--- config.mk ---
export PLATFORM = sky130hd
export DESIGN_NAME = vga_timing_gen_param
export DESIGN_NICKNAME = d
export VERILOG_FILES = /design/src/rtl/vga_timing_gen_param.sv
export SDC_FILE = /design/constraint.sdc
export NUM_CORES = 1
export LEC_CHECK = 0
export ABC_CLOCK_PERIOD_IN_PS = 3100
export BUFFER_PORTS_ARGS = -buffer_cell sky130_fd_sc_hd__buf_2
export CAP_MARGIN = 20
export CORE_MARGIN = 2
export CORE_UTILIZATION = 55
export CTS_BUF_LIST = sky130_fd_sc_hd__clkbuf_4 sky130_fd_sc_hd__clkbuf_8 sky130_fd_sc_hd__clkbuf_16
export DETAILED_ROUTE_END_ITERATION = 6
export GPL_ROUTABILITY_DRIVEN = 0
export GPL_TIMING_DRIVEN = 1
export PLACE_DENSITY = 0.83
export SETUP_SLACK_MARGIN = 0.1
export SLEW_MARGIN = 40
export SYNTH_ARGS = -nofsm -noshare
export SYNTH_HDL_FRONTEND = slang
export SYNTH_SLANG_ARGS = --single-unit
--- constraint.sdc ---
create_clock -name vga_clk -period 3.1 [get_ports vga_clk]
set_input_delay 0.31 -clock vga_clk [delete_from_list [all_inputs] [get_ports vga_clk]]
set_output_delay 0.31 -clock vga_clk [all_outputs]
set_load 0.005 [all_outputs]
--- src/rtl/vga_timing_gen_param.sv ---
// Parametrised VGA raster timing: sync, blank, frame marker and a pixel request
// that runs REQ_LEAD clocks ahead of display so a fixed-latency generator lines up.
module vga_timing_gen_param #(
   parameter int H_SYNC   = 96,
   parameter int H_BACK   = 48,
   parameter int H_ACTIVE = 640,
   parameter int H_FRONT  = 16,
   parameter int V_SYNC   = 2,
   parameter int V_BACK   = 33,
   parameter int V_ACTIVE = 480,
   parameter int V_FRONT  = 10,
   parameter int HS_POL   = 0,
   parameter int VS_POL   = 0,
   parameter int COLOR_W  = 8,
   parameter int CNT_W    = 12,
   parameter int REQ_LEAD = 1
) (
   input  logic                 vga_clk,
   input  logic                 sys_rst_n,
   input  logic [3*COLOR_W-1:0] pix_data,
   output logic                 pix_req,
   output logic [CNT_W-1:0]     pix_x,
   output logic [CNT_W-1:0]     pix_y,
   output logic                 hsync,
   output logic                 vsync,
   output logic                 vga_blank_n,
   output logic [COLOR_W-1:0]   vga_r,
   output logic [COLOR_W-1:0]   vga_g,
   output logic [COLOR_W-1:0]   vga_b,
   output logic                 frame_start,
   output logic [7:0]           frame_cnt
);

   localparam int H_TOTAL = H_SYNC + H_BACK + H_ACTIVE + H_FRONT;
   localparam int H_START = H_SYNC + H_BACK;
   localparam int H_END   = H_START + H_ACTIVE - 1;
   localparam int V_TOTAL = V_SYNC + V_BACK + V_ACTIVE + V_FRONT;
   localparam int V_START = V_SYNC + V_BACK;
   localparam int V_END   = V_START + V_ACTIVE - 1;

   localparam logic [CNT_W-1:0] H_LAST_C    = CNT_W'(H_TOTAL - 1);
   localparam logic [CNT_W-1:0] H_SYNC_C    = CNT_W'(H_SYNC);
   localparam logic [CNT_W-1:0] H_START_C   = CNT_W'(H_START);
   localparam logic [CNT_W-1:0] H_END_C     = CNT_W'(H_END);
   localparam logic [CNT_W-1:0] REQ_FIRST_C = CNT_W'(H_START - REQ_LEAD);
   localparam logic [CNT_W-1:0] REQ_LAST_C  = CNT_W'(H_END - REQ_LEAD);
   localparam logic [CNT_W-1:0] V_LAST_C    = CNT_W'(V_TOTAL - 1);
   localparam logic [CNT_W-1:0] V_SYNC_C    = CNT_W'(V_SYNC);
   localparam logic [CNT_W-1:0] V_START_C   = CNT_W'(V_START);
   localparam logic [CNT_W-1:0] V_END_C     = CNT_W'(V_END);
   localparam logic             HS_ACT      = 1'(HS_POL);
   localparam logic             VS_ACT      = 1'(VS_POL);

   if (REQ_LEAD < 1 || REQ_LEAD > H_START) begin : g_bad_req_lead
      $error("vga_timing_gen_param: REQ_LEAD=%0d outside 1..%0d", REQ_LEAD, H_START);
   end
   if (H_TOTAL > 2**CNT_W || V_TOTAL > 2**CNT_W) begin : g_bad_cnt_w
      $error("vga_timing_gen_param: CNT_W=%0d too narrow for the raster", CNT_W);
   end

   logic [CNT_W-1:0] h_cnt;
   logic [CNT_W-1:0] v_cnt;
   logic             in_h_sync;
   logic             in_v_sync;
   logic             h_vis;
   logic             v_vis;
   logic             h_req;
   logic             frame_top;

   always_ff @(posedge vga_clk or negedge sys_rst_n) begin
      if (!sys_rst_n) begin
         h_cnt <= '0;
         v_cnt <= '0;
      end else if (h_cnt == H_LAST_C) begin
         h_cnt <= '0;
         v_cnt <= (v_cnt == V_LAST_C) ? '0 : v_cnt + 1'b1;
      end else begin
         h_cnt <= h_cnt + 1'b1;
      end
   end

   always_comb begin
      in_h_sync = (h_cnt < H_SYNC_C);
      in_v_sync = (v_cnt < V_SYNC_C);
      h_vis     = (h_cnt >= H_START_C) && (h_cnt <= H_END_C);
      v_vis     = (v_cnt >= V_START_C) && (v_cnt <= V_END_C);
      h_req     = (h_cnt >= REQ_FIRST_C) && (h_cnt <= REQ_LAST_C);
      frame_top = (h_cnt == '0) && (v_cnt == '0);
   end

   // Request protocol: pix_req/pix_x/pix_y are a one-cycle strobe with no
   // back-pressure; pix_data must carry that pixel exactly REQ_LEAD clocks later.
   always_ff @(posedge vga_clk or negedge sys_rst_n) begin
      if (!sys_rst_n) begin
         hsync       <= ~HS_ACT;
         vsync       <= ~VS_ACT;
         vga_blank_n <= 1'b0;
         pix_req     <= 1'b0;
         pix_x       <= '0;
         pix_y       <= '0;
         frame_start <= 1'b0;
         frame_cnt   <= '0;
      end else begin
         hsync       <= in_h_sync ? HS_ACT : ~HS_ACT;
         vsync       <= in_v_sync ? VS_ACT : ~VS_ACT;
         vga_blank_n <= h_vis && v_vis;
         pix_req     <= h_req && v_vis;
         pix_x       <= (h_req && v_vis) ? h_cnt - REQ_FIRST_C : '0;
         pix_y       <= (h_req && v_vis) ? v_cnt - V_START_C : '0;
         frame_start <= frame_top;
         if (frame_top) begin
            frame_cnt <= frame_cnt + 8'd1;
         end
      end
   end

   // Colour passes straight through under the registered blank.
   assign vga_r = vga_blank_n ? pix_data[3*COLOR_W-1 -: COLOR_W] : '0;
   assign vga_g = vga_blank_n ? pix_data[2*COLOR_W-1 -: COLOR_W] : '0;
   assign vga_b = vga_blank_n ? pix_data[COLOR_W-1:0] : '0;

endmodule
; Word-level counts from Yosys, hierarchy flattened
; Cells that the tools add are included.
[classes]
reduce_logical = 8
addsub = 5
order_cmp = 8
eq_ne = 2
n_mux = 9
[op_table]
columns = operator, n
row1 = $mux W12, 4
row2 = $le A12 B10 Y1 const B, 3
row3 = $add A12 B1 Y12 const B, 2
row4 = $eq A12 B10 Y1 const B, 2
row5 = $ge A12 B8 Y1 const B, 2
row6 = $logic_not A12 Y1, 2
row7 = $mux W8, 3
row8 = $ge A12 B6 Y1 const B, 1
row9 = $lt A12 B2 Y1 const B, 1
row10 = $lt A12 B7 Y1 const B, 1
row11 = $sub A12 B6 Y12 const B, 1
row12 = $sub A12 B8 Y12 const B, 1
row13 = $add A8 B1 Y8 const B, 1
row14 = $logic_and A1 B1 Y1, 6
row15 = $mux W1, 2
[word_totals]
elab_cells = 42
regBits = 61
in_bits = 26
out_inout_bits = 61

; Longest topological paths before layout
; Gate-level depths: netlist of run 1.
[depth]
depth_word = 4
depth_mapped = 7
depth_no_buf = 6

; Least setup slack after synthesis of run 1
; OpenSTA, ideal clock, no wires.
[synth_path]
path_kind = flip-flop to flip-flop
from = register v_cnt[0]
to = register frame_cnt[1]
setup_slack_ns = 1.184
period_less_slack_ns = 1.916
n_path_buf = 0
setup_time_ns = 0.128
t_required_ns = 2.972
path_stages_with_launch = 7
t_arrival_ns = 1.789
path_cell_list = dfrtp_1 inv_1 ha_1 nor4b_1 nand4_2 nor2_1 mux2_1
[synth_via]
elab_chain_cells = 2
[synth_rtl]
columns = element, line
row1 = start: declaration, 62  ; logic [CNT_W-1:0] v_cnt;
row2 = start signal: assignment, 76  ; v_cnt <= (v_cnt == V_LAST_C) ? '0 : v_cnt + 1'b1;
row3 = $logic_not A12 Y1, 88  ; frame_top = (h_cnt == '0) && (v_cnt == '0);
row4 = $logic_and A1 B1 Y1, 88
row5 = end signal: assignment, 112  ; frame_cnt <= frame_cnt + 8'd1;
row6 = end: declaration, 31  ; output logic [7:0] frame_cnt
; No other way between the ends.
; A chain may end at the register's enable or synchronous reset.

; Worst setup path in the final report of run 1
; Ends and elaborated chain as after synthesis.

==> flow_metrics.py, run 1 <==
metrics = {
    "run_status": {
        "status": "completed",
    },
    "timing": {
        "worstMarginPinSlew_ns": 0.624,
        "relSlewSlack": 0.584,
        "maxSlewViolCount": 0,
        "rsz0062_at_grt": "no",
        "skew_ns": 0.00771,
        "timing.fmax_mhz": 442,
        "fin_hold_ws_ns": 0.465,
        "final.min_clock_period_ns": 2.26,
        "setup_tns_ns": 0,
        "hold_violations": 0,
        "fin_crit_sh": 0.730,
        "setup_viol": 0,
    },
    "clock_tree": {
        "post-cts-setup-buffers": 0,
        "cts-root-buf": "clkbuf_8",
        "clockBufferDepth": 2,
        "numCtsBuffers": 9,
        "clkLatencyLatePin_ns": 0.34,
        "cts_tree": "yes",
        "ctsHtreeMaxLevel": 3,
        "cts_resized": 0,
        "clock_sinks": 61,
        "clk_pin_slew_worst_paths_ns": 0.07,
    },
    "power_and_ir_drop": {
        "leakage_nw": 1.98,
        "power_frac_seq": 0.477,
        "p_sw_mw": 0.323,
        "clkPwrFrac": 0.504,
        "sw_frac_of_total": 0.193,
        "power_density_mw_per_mm2": 424,
        "internal_power_mw": 1.35,
        "ir_worst_vdd_uv": 511,
        "p_comb_frac": 0.019,
    },
    "logic_synthesis": {
        "synth_area_leaders": "dfrtp_1 45%, xnor2_1 5.4%, nor3_2 5.2%, and2_1 4.6%, xor2_1 3.2%",
        "ys_ff_latch": 61,
        "yosys.area.top_type": "dfrtp_1",
        "synth_area_mm2": 0.00325,
        "synth_enable_flop_cells": 0,
        "synth_top_family_by_area": "simple AND/OR/NAND/NOR gates",
        "yosysSeqAreaShare": 0.471,
        "synth-xor-area-share": 0.0863,
        "synth_top_area_frac": 0.454,
        "ys.warnings.count": 0,
        "syn_avg_cell_area_um2": 10.8,
        "synthAdderAreaFrac": 0.0193,
        "synthCells": 300,
        "synth_compound_area_frac": 0.0743,
        "synth-async-reset-ratio": 1.00,
        "dominantRegCellSynth": "dfrtp_1",
        "synth-simple-area-share": 0.286,
        "synth_cell_type_count": 53,
        "synthMuxAreaShare": 0.0104,
    },
    "finish": {
        "layout_common_cells": "86 x buf_2, 59 x dfrtp_1, 24 x and2_1",
        "multiInputGateArea_mm2": 0.00156,
        "layout_commonest_cell": "buf_2",
        "nFillCells": 426,
        "syn2layout_area_growth_pct": 21.4,
        "diodes": 0,
        "seq_area_mm2": 0.00153,
        "layout-drive-gt1-share": 0.379,
        "nNetsFinal": 414,
    },
    "flow_run": {
        "drv_cap": 0,
    },
    "grt": {
        "grt.overflow.total": 0,
        "grt_max_degree": 41,
        "track_usage": 0.218,
        "grt_pass1_vias": 2376,
        "antenna_found_initial": 0,
        "grt_pass1_wl_um": 10800,
    },
    "setup_path": {
        "reg2regPathDepth": 6,
        "worstPathRequired_ns": 3.32,
        "crit_start": "v_cnt[0]",
        "critical_path.slowest_cell": "nor4b_1",
        "worstSetupPathType": "register to register",
        "worst-path-max-fanout": 7,
        "critical_path.cell_chain": "inv_1, ha_1, nor4b_1, nand4_2, nor2_1, mux2_1",
        "critPathLaunchType": "register",
        "cpLargestDelayFamily": "simple AND/OR/NAND/NOR gates",
        "cp-end-kind": "register",
        "worst-path-buf-inv": 1,
        "cpPeakStageDelay_ns": 0.50,
        "regToRegEndpoint": "frame_cnt[1]",
        "r2r-start": "v_cnt[0]",
        "rrSetupSlack_ns": 0.84,
        "crit_arrival_ns": 2.49,
    },
    "detailed_routing": {
        "viasPerCell": 5.47,
        "routed_wl_um": 6790,
        "drtAntennaViolNets": 0,
        "drt-pass1-iter-count": 4,
        "drc": 0,
        "drtIter0Drc": 111,
        "vias": 2515,
        "wl_per_cell_um": 14.8,
    },
    "floorplanning": {
        "dieArea_mm2": 0.00654,
        "core_area_mm2": 0.00561,
        "die_w_um": 80.9,
        "rows": 27,
        "fp.dieH_um": 80.9,
        "initial_core_util": 0.579,
        "ios": 87,
    },
    "worst_hold_path": {
        "min_path_type": "primary input to async pin",
    },
    "place": {
        "place_hpwl_um": 4930,
        "port_buffers": 86,
    },
}
==> cell usage after synthesis, drive strengths merged, types with 2 or more instances <==
cell type,n
a22o,2
nor3b,5
and3,5
dfstp,2
o21ai,7
nand4,9
a21oi,7
and2,24
nor4,9
dfrtp,59
buf,11
xnor2,20
o21a,2
ha,5
mux2,3
and4,2
nand2b,2
a211oi,2
nor4b,2
nor2,20
clkbuf,10
nor3,29
inv,10
xor2,12
nand3,15
nand2,10
or3,4
==> per-stage QoR <==
stage                     instances   util  total power, mW  setup WS (ns)  instance area (um^2)
after floorplan                 301      -            0.813           1.18                  3250
after global placement          443  0.658            0.844          0.909                  3690
after detailed placement        443  0.658            0.845          0.839                  3690
after CTS                       460  0.704             1.69          0.843                  3950
after global routing            460  0.704             1.72          0.695                  3950
final                           460  0.704             1.67          0.838                  3950
==> sequential cells by signal, summed over array words and instances (netlist names) <==
| register | cells |
|---|---|
| v_cnt | 12 |
| pix_y | 12 |
| frame_cnt | 8 |
| frame_start | 1 |
| vga_blank_n | 1 |
| h_cnt | 12 |
| pix_req | 1 |
| hsync | 1 |
| vsync | 1 |
| pix_x | 12 |
==> power groups by stage <==
stage	sequential [mW]	clock [mW]	combinational (mW)
after floorplan	0.813	0	0.000211
after global placement	0.812	0	0.0317
after detailed placement	0.812	0	0.0324
after CTS	0.798	0.857	0.0334
after global routing	0.797	0.891	0.0372
final	0.798	0.843	0.0318
==> worst register-to-register path, cell delays in order (launching register included) <==
cell     delay, ns
dfrtp_1       0.45
inv_1         0.13
ha_1          0.18
nor4b_1       0.50
nand4_2       0.30
nor2_1        0.26
mux2_1        0.34
==> worst max path at each step <==
stage | to | slack, ns | cells after the start
floorplan | frame_cnt[1] | 1.18 | 6
global placement | frame_cnt[1] | 0.91 | 6
detailed placement | pix_y[2] | 0.84 | 6
CTS | pix_y[2] | 0.84 | 6
global route | pix_x[2] | 0.69 | 6
finish | frame_cnt[1] | 0.84 | 6
==> layout make-up <==
type	instances	share of cell area
repair buffers	92	0.124
clock inverters	3	0.0165
flip-flops and latches	61	0.387
well taps	72	0.0228
clock buffers	13	0.0453
multi-input cells	209	0.394
inverters	10	0.00951
==> metal layers <==
layer  global-route usage  up-vias  wire length, um
met2                0.393       90             3520
met3               0.0522       15              440
met1                0.250     1209             2710
met5                    0        -                0
met4               0.0797        0              113
li1                     -     1201                -
==> what timing repair did <==
action	CTS	global route
hold endpoints to repair	21	0
hold buffers	1	0
endpoints found under the setup margin	0	0
==> cells by family after synthesis <==
family	count (synthesis)
flip-flops	61
AO/OA/AOI/OAI	27
other	1
XOR/XNOR	32
adder cells (fa/ha/maj)	5
multiplexers	3
AND/OR/NAND/NOR	140
buffers and inverters	31
Note: power is estimated with default switching activity, not from simulation.
==> run 2, diff against run 1 <==
- ABC_CLOCK_PERIOD_IN_PS: 3100 -> 2040
- CORE_UTILIZATION: 55 -> 48
- PLACE_DENSITY: 0.83 -> 0.77
- clock period: 3.1 -> 2.04 ns (I/O delays scaled with it)
==> run 2 against run 1 <==
  * Critical path depth did not move
  * Flip-flop and latch count did not move
  * Routed wire length rose by 5.2%
  * Die area rose by 14%
  * Worst setup slack got worse by 0.69 ns
  * Critical path type unchanged
  * Largest power group is now registers
==> flow_metrics.py, run 2 (same netlist as run 1, synthesis figures left out) <==
metrics = {
    "clock_tree": {
        "clkLatencyLatePin_ns": 0.34,
        "clock_sinks": 61,
        "cts_tree": "yes",
        "clockBufferDepth": 2,
        "ctsHtreeMaxLevel": 3,
        "numCtsBuffers": 9,
        "cts-root-buf": "clkbuf_8",
        "clk_pin_slew_worst_paths_ns": 0.06,
    },
    "detailed_routing": {
        "drt-pass1-iter-count": 4,
        "drc": 0,
        "drtAntennaViolNets": 0,
        "routed_wl_um": 7140,
        "viasPerCell": 5.33,
        "vias": 2618,
        "drtIter0Drc": 98,
        "wl_per_cell_um": 14.5,
    },
    "floorplanning": {
        "dieArea_mm2": 0.00744,
        "ios": 87,
        "rows": 29,
        "die_w_um": 86.3,
        "fp.dieH_um": 86.3,
        "core_area_mm2": 0.00646,
        "initial_core_util": 0.503,
    },
    "finish": {
        "layout_common_cells": "86 x buf_2, 59 x dfrtp_1, 29 x buf_4",
        "syn2layout_area_growth_pct": 27.1,
        "diodes": 0,
        "layout_commonest_cell": "buf_2",
        "layout.cells.non_filler": 491,
        "nNetsFinal": 440,
        "post-route-util": 0.639,
        "layout-drive-gt1-share": 0.430,
    },
    "setup_path": {
        "worstSetupPathType": "register to register",
        "worst-path-buf-inv": 1,
        "critical_path.cell_chain": "inv_1, ha_1, nor3b_1, nand3_2, nor2_2, mux2_1",
        "crit_arrival_ns": 2.12,
        "critical_path.slowest_cell": "dfrtp_1",
        "critPathLaunchType": "register",
        "cpPeakStageDelay_ns": 0.45,
        "cp-end-kind": "register",
        "worstPathRequired_ns": 2.26,
        "worst-path-max-fanout": 6,
        "cpLargestDelayFamily": "simple AND/OR/NAND/NOR gates",
    },
    "place": {
        "port_buffers": 86,
        "placedCellCount": 473,
        "place_hpwl_um": 5460,
    },
    "timing": {
        "worstMarginPinSlew_ns": 0.522,
        "maxSlewViolCount": 0,
        "relSlewSlack": 0.648,
        "hold_violations": 0,
        "final.min_clock_period_ns": 1.90,
        "setup_viol": 0,
        "setup_tns_ns": 0,
        "skew_ns": 0.00616,
        "rsz0062_at_grt": "yes",
        "timing.fmax_mhz": 528,
        "fin_crit_sh": 0.929,
    },
    "worst_hold_path": {
        "min_path_type": "primary input to async pin",
    },
    "grt": {
        "track_usage": 0.196,
        "grt_pass1_vias": 2466,
        "antenna_found_initial": 0,
        "grt_pass1_wl_um": 11300,
        "grt_max_degree": 26,
        "grt.overflow.total": 0,
    },
    "power_and_ir_drop": {
        "p_total_mw": 2.30,
        "power_density_mw_per_mm2": 558,
        "ir_worst_vdd_uv": 292,
        "leakage_nw": 2.09,
    },
    "flow_run": {
        "drv_cap": 0,
    },
    "run_status": {
        "status": "completed",
    },
}
run 2: final cells by class:
type	count	area, um^2
clock buffers	15	194
clock inverters	1	5.00
fillers	510	2330
inverters	10	37.5
multi-input cells	209	1580
flip-flops and latches	61	1530
well taps	77	96.3
repair buffers	118	689
run 2: timing repair:
| action | 4_1_cts | 5_1_grt |
|---|---|---|
| gates resized for setup | 1 | 5 |
| hold buffers | 1 | 0 |
| buffers inserted | 0 | 1 |
| hold endpoints to repair | 18 | 0 |
| gates cloned | 0 | 0 |
| pin swaps | 0 | 0 |
| endpoints found under the setup margin | 3 | 21 |
run 2: report_power, final:
group          total, mW  leakage (nW)  switching, mW  internal (mW)
Clock               1.04         0.107          0.441          0.599
Sequential          1.21         0.821       0.000329           1.21
Combinational     0.0499          1.16         0.0286         0.0213
run 2: metal layers:
layer,wire (um),track usage,share of wire,vias up
li1,-,-,-,1257
met4,205,0.118,0.029,0
met2,3690,0.346,0.52,104
met3,477,0.0314,0.067,20
met5,0,0,0,-
met1,2760,0.224,0.39,1237
run 2: worst reg2reg max path, cell delays in order, from the launching register on:
cell	delay, ns
dfrtp_1	0.45
inv_1	0.09
ha_1	0.16
nor3b_1	0.35
nand3_2	0.21
nor2_2	0.18
mux2_1	0.34
run 2: per-stage QoR:
step	hold slack [ns]	instance area, um^2	setup slack, ns
after detailed placement	0.183	3890	0.0825
final	0.342	4130	0.145
after floorplan	-0.0916	3250	0.124
after global placement	0.175	3890	0.183
after global routing	0.380	4130	0.0318
after CTS	0.344	4100	0.136
run 2: final timing paths:
path / slack, ns / start / end / cells after the start
setup / recovery: 0.14 / h_cnt[0] / frame_cnt[1] / 6
hold / removal: 0.34 / sys_rst_n / v_cnt[6] / 2
setup reg to reg: 0.14 / h_cnt[0] / frame_cnt[1] / 6
hold reg to reg: 0.48 / frame_cnt[7] / frame_cnt[7] / 1
max in group asynchronous: 1.02 / sys_rst_n / hsync / 3
min in group vga_clk: 0.48 / frame_cnt[7] / frame_cnt[7] / 1
==> run 3, diff against run 2 <==
- ABC_AREA: not set -> 1
- PLACE_DENSITY: 0.77 -> 0.76
==> run 3 against run 2 <==
  * Final cell count grew 32%
  * Utilization fell by 4.1 points
  * Via count increased by 23%
  * Sequential share of layout area is 1.4 points lower
  * Combinational power up 8.0%
==> flow_metrics.py, run 3 <==
metrics = {
    "floorplanning": {
        "core_area_mm2": 0.00718,
        "initial_core_util": 0.490,
        "ios": 87,
        "dieArea_mm2": 0.00802,
        "rows": 31,
        "die_w_um": 89.6,
        "fp.dieH_um": 89.6,
    },
    "clock_tree": {
        "clk_pin_slew_worst_paths_ns": 0.08,
        "ctsHtreeMaxLevel": 3,
        "cts-root-buf": "clkbuf_8",
        "clockBufferDepth": 2,
        "cts_tree": "yes",
        "numCtsBuffers": 9,
        "clkLatencyLatePin_ns": 0.35,
        "clock_sinks": 61,
    },
    "place": {
        "postPlaceCellArea_mm2": 0.00405,
        "place_hpwl_um": 6130,
        "post-place-ws_ns": 0.258,
        "port_buffers": 86,
        "placedCellCount": 630,
    },
    "logic_synthesis": {
        "yosys.area.top_type": "dfrtp_1",
        "dominantRegCellSynth": "dfrtp_1",
        "ys_ff_latch": 61,
        "synthCells": 450,
        "yosysSeqAreaShare": 0.435,
        "syn_avg_cell_area_um2": 7.81,
        "ys.warnings.count": 0,
        "synth-async-reset-ratio": 1.00,
        "synth_enable_flop_cells": 0,
        "synth_area_leaders": "dfrtp_1 42%, nand2_1 13%, inv_1 7.2%, nor3_2 6.0%, xor2_1 4.7%",
        "yosysMostFrequentCell": "nand2_1",
        "synth_top_area_frac": 0.420,
        "synth_common_cells": "125 x nand2_1, 67 x inv_1, 59 x dfrtp_1, 41 x nor2_1, 30 x nand3_1",
        "synth_area_mm2": 0.00351,
        "synth_cell_type_count": 30,
    },
    "finish": {
        "post-route-util": 0.599,
        "final_area_mm2": 0.00430,
        "nFillCells": 613,
        "nNetsFinal": 574,
        "diodes": 0,
        "layout-drive-gt1-share": 0.274,
        "layout_common_cells": "125 x nand2_1, 86 x buf_2, 67 x inv_1",
        "layout.cells.non_filler": 647,
        "layout_commonest_cell": "nand2_1",
        "syn2layout_area_growth_pct": 22.2,
    },
    "detailed_routing": {
        "drt-pass1-iter-count": 4,
        "routed_wl_um": 8330,
        "vias": 3231,
        "drc": 0,
        "viasPerCell": 4.99,
        "drtAntennaViolNets": 0,
        "drtIter0Drc": 243,
        "wl_per_cell_um": 12.9,
    },
    "setup_path": {
        "crit_arrival_ns": 2.02,
        "cp-end-kind": "register",
        "worstPathRequired_ns": 2.26,
        "critPathLaunchType": "register",
        "worstSetupPathType": "register to register",
        "worst-path-max-fanout": 13,
    },
    "flow_run": {
        "drv_cap": 0,
    },
    "timing": {
        "skew_ns": 0.0135,
        "final.min_clock_period_ns": 1.80,
        "worstMarginPinSlew_ns": 0.660,
        "setup_slack_ns": 0.242,
        "hold_violations": 0,
        "setup_tns_ns": 0,
        "relSlewSlack": 0.560,
        "timing.fmax_mhz": 556,
        "maxSlewViolCount": 0,
        "rsz0062_at_grt": "yes",
        "fin_crit_sh": 0.882,
        "setup_viol": 0,
    },
    "grt": {
        "track_usage": 0.216,
        "grt_pass1_wl_um": 13200,
        "grt_max_degree": 62,
        "grt_pass1_vias": 2849,
        "grt.overflow.total": 0,
        "antenna_found_initial": 0,
    },
    "run_status": {
        "status": "completed",
    },
    "power_and_ir_drop": {
        "leakage_nw": 2.45,
        "ir_worst_vdd_uv": 298,
        "power_density_mw_per_mm2": 577,
    },
    "worst_hold_path": {
        "min_path_type": "primary input to async pin",
    },
}
[run 3: cell types whose count changed after synthesis, sizes merged, moves of 8 or more]
cell and change:
nor2 +26, nand3 +19, inv +61, nor4 -9, and2 -24, nand2 +116, clkbuf -8, xnor2 -18
o21ai +12
[run 3: kinds of logic (layout without fill, tap and decap cells)]
group / count (synthesis) / after routing / share of synthesized area
other: 1 / 2 / 0.00107
and+or+nand+nor: 252 / 252 / 0.351
AOI/OAI and AO/OA: 28 / 28 / 0.0431
DFF: 61 / 61 / 0.435
xor gates and xnor gates: 21 / 21 / 0.0523
buffers and inverters: 82 / 179 / 0.0993
adders and majority gates: 5 / 5 / 0.0178
[run 3: final cells by class]
| type | count | area [um^2] | share of cell area |
|---|---|---|---|
| multi-input combinational | 308 | 1650 | 0.384 |
| sequential | 61 | 1530 | 0.356 |
| timing repair buffer | 92 | 503 | 0.117 |
| inverter | 71 | 267 | 0.0620 |
| clock buffer | 9 | 124 | 0.0288 |
| tap | 99 | 124 | 0.0288 |
| clock inverter | 7 | 98.8 | 0.0230 |
[run 3: what timing repair did]
| action | CTS | global route |
|---|---|---|
| endpoints found under the setup margin | 0 | 5 |
| gates resized for setup | 0 | 2 |
| hold endpoints to repair | 59 | 0 |
| setup buffers | 0 | 0 |
| hold buffers | 1 | 0 |
[run 3: critical path, stage by stage, from the launching register on]
cell and delay [ns]:
dfrtp_1 0.48, ha_1 0.31, nor2_1 0.17, nand2_1 0.07, nand2_1 0.11, nand3_1 0.11
nand2_2 0.11, buf_4 0.23, nor3_2 0.06
[run 3: metal layers]
| metal | share of wire | up-vias | global-route usage |
|---|---|---|---|
| met5 | 0 | - | 0 |
| met4 | 0.024 | 0 | 0.103 |
| met3 | 0.076 | 19 | 0.0393 |
| met2 | 0.47 | 148 | 0.352 |
| met1 | 0.43 | 1475 | 0.280 |
| li1 | - | 1589 | - |
[run 3: per-stage QoR]
| step | power [mW] | hold WS [ns] |
|---|---|---|
| finish | 2.48 | 0.383 |
| global route | 2.57 | 0.431 |
| CTS | 2.49 | 0.396 |
| detailed placement | 1.29 | 0.235 |
| global placement | 1.29 | 0.231 |
| floorplan | 1.24 | -0.0916 |
[run 3: power breakdown]
group	internal, mW	leakage, nW	switching (mW)	total [mW]
Combinational	0.0231	1.52	0.0308	0.0539
Clock	0.693	0.110	0.519	1.21
Sequential	1.21	0.821	0.000701	1.21
Total	1.93	2.45	0.551	2.48
[run 3: final timing paths]
| check | depth (start not counted) | slack, ns | endpoint | startpoint |
|---|---|---|---|---|
| max reg2reg | 8 | 0.24 | pix_y[6] | v_cnt[0] |
| min | 3 | 0.38 | pix_x[10] | sys_rst_n |
| max | 8 | 0.24 | pix_y[6] | v_cnt[0] |
| max in group asynchronous | 3 | 1.34 | vsync | sys_rst_n |
| min reg2reg | 1 | 0.54 | pix_x[0] | h_cnt[0] |
| min in group vga_clk | 1 | 0.54 | pix_x[0] | h_cnt[0] |
